<file path="src/rtl/regfile_wb_arbiter.sv">
// regfile_wb_arbiter: round-robin share of the register-file write port among NUM_REQ writeback sources (optional RF_WB_BYPASS_EN adds read-port forwarding)
module regfile_wb_arbiter #(
    parameter int NUM_REQ = 3,
    parameter int DATA_W  = 32,
    parameter int ADDR_W  = 5
) (
    input  logic                        Clk,
    input  logic                        Rst_n,
    input  logic                        Flush,
    input  logic [NUM_REQ-1:0]          Req,
    input  logic [NUM_REQ*ADDR_W-1:0]   ReqReg,
    input  logic [NUM_REQ*DATA_W-1:0]   ReqData,
`ifdef RF_WB_BYPASS_EN
    input  logic [ADDR_W-1:0]           ReadRegister1,
    input  logic [ADDR_W-1:0]           ReadRegister2,
    input  logic [DATA_W-1:0]           DataRead1,
    input  logic [DATA_W-1:0]           DataRead2,
    output logic [DATA_W-1:0]           BypData1,
    output logic [DATA_W-1:0]           BypData2,
`endif
    output logic [NUM_REQ-1:0]          Gnt,
    output logic                        RegWrite,
    output logic [ADDR_W-1:0]           WriteRegister,
    output logic [DATA_W-1:0]           WriteData,
    output logic                        Busy
);
    localparam int PW = $clog2(NUM_REQ);

    logic [PW-1:0]       ptr, sel, nxt_ptr, idx;
    logic [PW:0]         sum;
    logic [NUM_REQ-1:0]  gnt_rr;
    logic                found, accept;
    logic [ADDR_W-1:0]   sel_reg;
    logic [DATA_W-1:0]   sel_data;

    // Round-robin scan starting at ptr; the first requester found wins
    always_comb begin
        gnt_rr = '0;
        found  = 1'b0;
        sum    = '0;
        idx    = '0;
        for (int k = 0; k < NUM_REQ; k++) begin
            sum = {1'b0, ptr} + (PW+1)'(k);
            idx = (sum >= (PW+1)'(NUM_REQ)) ? PW'(sum - (PW+1)'(NUM_REQ)) : sum[PW-1:0];
            if (!found && Req[idx]) begin
                gnt_rr[idx] = 1'b1;
                found       = 1'b1;
            end
        end
    end

    // Encode the granted source and compute the wrapped next pointer
    always_comb begin
        sel = '0;
        for (int i = 0; i < NUM_REQ; i++)
            if (gnt_rr[i]) sel = PW'(i);
        nxt_ptr = (sel == PW'(NUM_REQ-1)) ? '0 : sel + PW'(1);
    end

    assign Gnt      = (Flush || !Rst_n) ? '0 : gnt_rr;
    assign accept   = |Gnt;
    assign sel_reg  = ReqReg[int'(sel)*ADDR_W +: ADDR_W];
    assign sel_data = ReqData[int'(sel)*DATA_W +: DATA_W];
    assign Busy     = RegWrite;

    // Stage the accepted write; writes to x0 retire the source but never enable the port
    always_ff @(posedge Clk or negedge Rst_n) begin
        if (!Rst_n) begin
            RegWrite      <= 1'b0;
            WriteRegister <= '0;
            WriteData     <= '0;
            ptr           <= '0;
        end else if (Flush) begin
            RegWrite <= 1'b0;
            ptr      <= '0;
        end else if (accept) begin
            RegWrite      <= |sel_reg;
            WriteRegister <= sel_reg;
            WriteData     <= sel_data;
            ptr           <= nxt_ptr;
        end else begin
            RegWrite <= 1'b0;
        end
    end

`ifdef RF_WB_BYPASS_EN
    assign BypData1 = (RegWrite && WriteRegister == ReadRegister1 && |ReadRegister1) ? WriteData : DataRead1;
    assign BypData2 = (RegWrite && WriteRegister == ReadRegister2 && |ReadRegister2) ? WriteData : DataRead2;
`endif
endmodule

</file>
<file path="config.mk">
export PLATFORM = sky130hd
export DESIGN_NAME = regfile_wb_arbiter
export DESIGN_NICKNAME = d
export VERILOG_FILES = /design/src/rtl/regfile_wb_arbiter.sv
export SDC_FILE = /design/constraint.sdc
export NUM_CORES = 1
export LEC_CHECK = 0
export BUFFER_PORTS_ARGS = -buffer_cell sky130_fd_sc_hd__buf_4
export CORE_ASPECT_RATIO = 1.1
export CORE_MARGIN = 2
export CORE_UTILIZATION = 44
export CTS_BUF_LIST = sky130_fd_sc_hd__clkbuf_8
export DETAILED_ROUTE_END_ITERATION = 6
export PLACE_DENSITY = 0.83
export SLEW_MARGIN = 20
export SYNTH_ARGS = -nofsm -noshare
export SYNTH_HDL_FRONTEND = slang
export SYNTH_SLANG_ARGS = --single-unit
</file>
<file path="constraint.sdc">
create_clock -name Clk -period 3.15 [get_ports Clk]
set_clock_uncertainty 0.05 [all_clocks]
set_input_delay 0.63 -clock Clk [delete_from_list [all_inputs] [get_ports Clk]]
set_output_delay 0.63 -clock Clk [all_outputs]
set_load 0.005 [all_outputs]
</file>
==> metrics <==
met3 wire length 755 um; setup TNS 0 ns; WL/cell 15.8 um; DIE WIDTH 76.3 um; Top FF cell, synth dfrtp_1; nets 547; Slew HR 56.3%; initial antenna violation count 0; Synth Register Bits 40; final hold slack 0.117 ns; Initial Utilization 46.2%; die footprint 6370 um2; vias in the first global route 2792; routed via count 2682; top cell type by total area after synthesis dfrtp_1; final period utilization 92.3%; Final Max Tran Viols 0; critical path type reg2out; sequential fraction of the synthesis area 39.6%; FFs w/ async S/R, synth 100%; placed inst area 3760 um2; Mapped Cells 271; Vias/cell 5.34; Synthesis Warnings 0; crit path max fanout 5; Finished Core Util 71.5%; worst-case clock buffer depth 2; final setup vio count 0; CP Capture Type output port; PwrDens 689 nW/um2; Placeable Area 5470 um2; status finished, final reports clean; residual DRC count 0; EDFF count, synth 0; Detail Route met2 WL 4060 um; Clock transition at path regs 0.09 ns; clk root buf clkbuf_8; worst skew pair latency 0.29 ns; Post-CTS Hold Buffers 0; post-cts gate resize count 0; DR iter-0 viols 138; Worst setup SP type flip-flop; Final GP Congestion 0.906; Leak 2.09 nW; Std-Cell Rows 28; signal arrival time at the worst endpoint 2.23 ns; Antenna diodes 0; GRT overflow 0; syn nets 392; Hold WC Path Type in2async; post-DP HPWL 6280 um; R2R setup slack 0.35 ns; fin crit period 2.91 ns; die height 83.5 um; Crit path required time 2.47 ns; port bufs 158; top cells by area, synth dfrtp_1 (40%), mux2i_1 (8.3%), a21o_1 (6.5%); CTS buffer count 5; Slew @ Worst Pin 0.655 ns; Yosys cell types 38; RSZ-0062 raised after global routing false; Max Fclk 344 MHz; highest metal used met4; final WL 7920 um; GRT Total Usage 25.4%; Antenna Violating Nets Remaining 0; Final Hold Viols 0; CTS tree done; Layout area overhead 54.7%; VDD IR-drop max 427 uV; MaxCap Viol Count 0; Setup Fix Bufs, Post-CTS 0; largest net degree at the start of global routing 44; share of the synthesized area in the top cell type 39.6%; I/O Pins 159; CTS H-tree lvls 2; Synth Cell Area 2530 um2; first-pass GRT wire length 13200 um; Cell Count, Final, Fillers Out 502; Post-Syn Area per Cell 9.33 um2; layout cells sized above 1 43.6%; DR pass1 iterations 4; M1 wire length 3020 um; DP Cell Count 490; fin area 3910 um2; clock sinks 40
## area by class of cell
cell class | instances | area, um2
fill | 441 | 1560
multi-input combinational | 203 | 1380
timing repair buffer | 169 | 1290
sequential | 40 | 1000
tap | 75 | 93.8
clock buffer | 5 | 68.8
clock inverter | 3 | 46.3
inverter | 7 | 26.3
## cell families after synthesis
logic type / count (synthesis) / synth area share, %
AOI/OAI and AO/OA: 93 / 28.7
and+or+nand+nor: 84 / 15.1
DFF: 40 / 39.6
buffers and inverters: 28 / 5.84
muxes: 22 / 8.76
adders and majority gates: 4 / 1.98
## power breakdown
group,switching [W],internal (W)
sequential,0.000152,0.000748
combinational,0.000622,0.000737
clock,0.000194,0.000239
## through the flow
step	setup slack (ns)	power (W)
floorplan	0.644	0.00160
global placement	0.289	0.00222
detailed placement	0.247	0.00226
CTS	0.230	0.00270
global route	0.0448	0.00288
finish	0.244	0.00269
## cell usage in the layout, fill, tap and decap left out, types with 3 or more instances in the layout
cell type,netlist,routed
clkbuf_8,0,5
nand2b_1,3,3
o211ai_1,20,20
mux2i_1,21,21
nand2_1,38,38
a211oi_1,19,19
buf_4,6,167
nor3_1,4,4
ha_1,4,4
a21oi_1,3,3
inv_1,7,7
and2_1,3,3
dfrtp_1,40,40
nor2b_1,3,3
a22oi_1,16,16
nor2_1,24,24
a21o_1,22,22
## routing by layer
layer	global-route usage, %	up-vias
met3	9.31	8
met4	5.12	0
met2	45.1	131
met5	0	-
met1	29.3	1241
li1	-	1302
## critical path, cell delays in order, from the launching register on
cell and delay, ns:
dfrtp_1 0.43, inv_1 0.10, ha_1 0.25, nor2b_1 0.12
nor3b_1 0.30, o211ai_1 0.14, a22oi_2 0.27, and2_1 0.20
buf_4 0.12
## synth_stat cells, types with 2 or more instances
cell type / n
nor3_1: 4
nor2b_1: 3
buf_4: 6
o211ai_1: 20
nand2_1: 38
nor3b_1: 2
and2_1: 3
buf_2: 10
a21o_1: 22
clkbuf_1: 4
dfrtp_1: 40
a31o_2: 2
nand2b_1: 3
ha_1: 4
mux2i_1: 21
a211oi_1: 19
nor2_1: 24
and3b_1: 2
nand3_1: 2
inv_1: 7
a22oi_1: 16
a21oi_1: 3
## state kept, by name (all words and copies together) (netlist names)
signal / count
WriteData: 32
WriteRegister: 5
ptr: 2
Busy: 1
## worst paths after layout
path / start / endpoint / cells past startpoint
worst max-delay path: ptr[1]$_DFFE_PN0P_ / Gnt[0] / 8
worst min-delay path: Rst_n / WriteData[0]$_DFFE_PN0P_ / 1
worst max register to register: ptr[0]$_DFFE_PN0P_ / WriteData[31]$_DFFE_PN0P_ / 9
worst min register to register: WriteData[15]$_DFFE_PN0P_ / WriteData[15]$_DFFE_PN0P_ / 1
max in group asynchronous: Rst_n / WriteData[9]$_DFFE_PN0P_ / 2
min in group Clk: WriteData[15]$_DFFE_PN0P_ / WriteData[15]$_DFFE_PN0P_ / 1
Note: power is estimated with default switching activity, not from simulation.
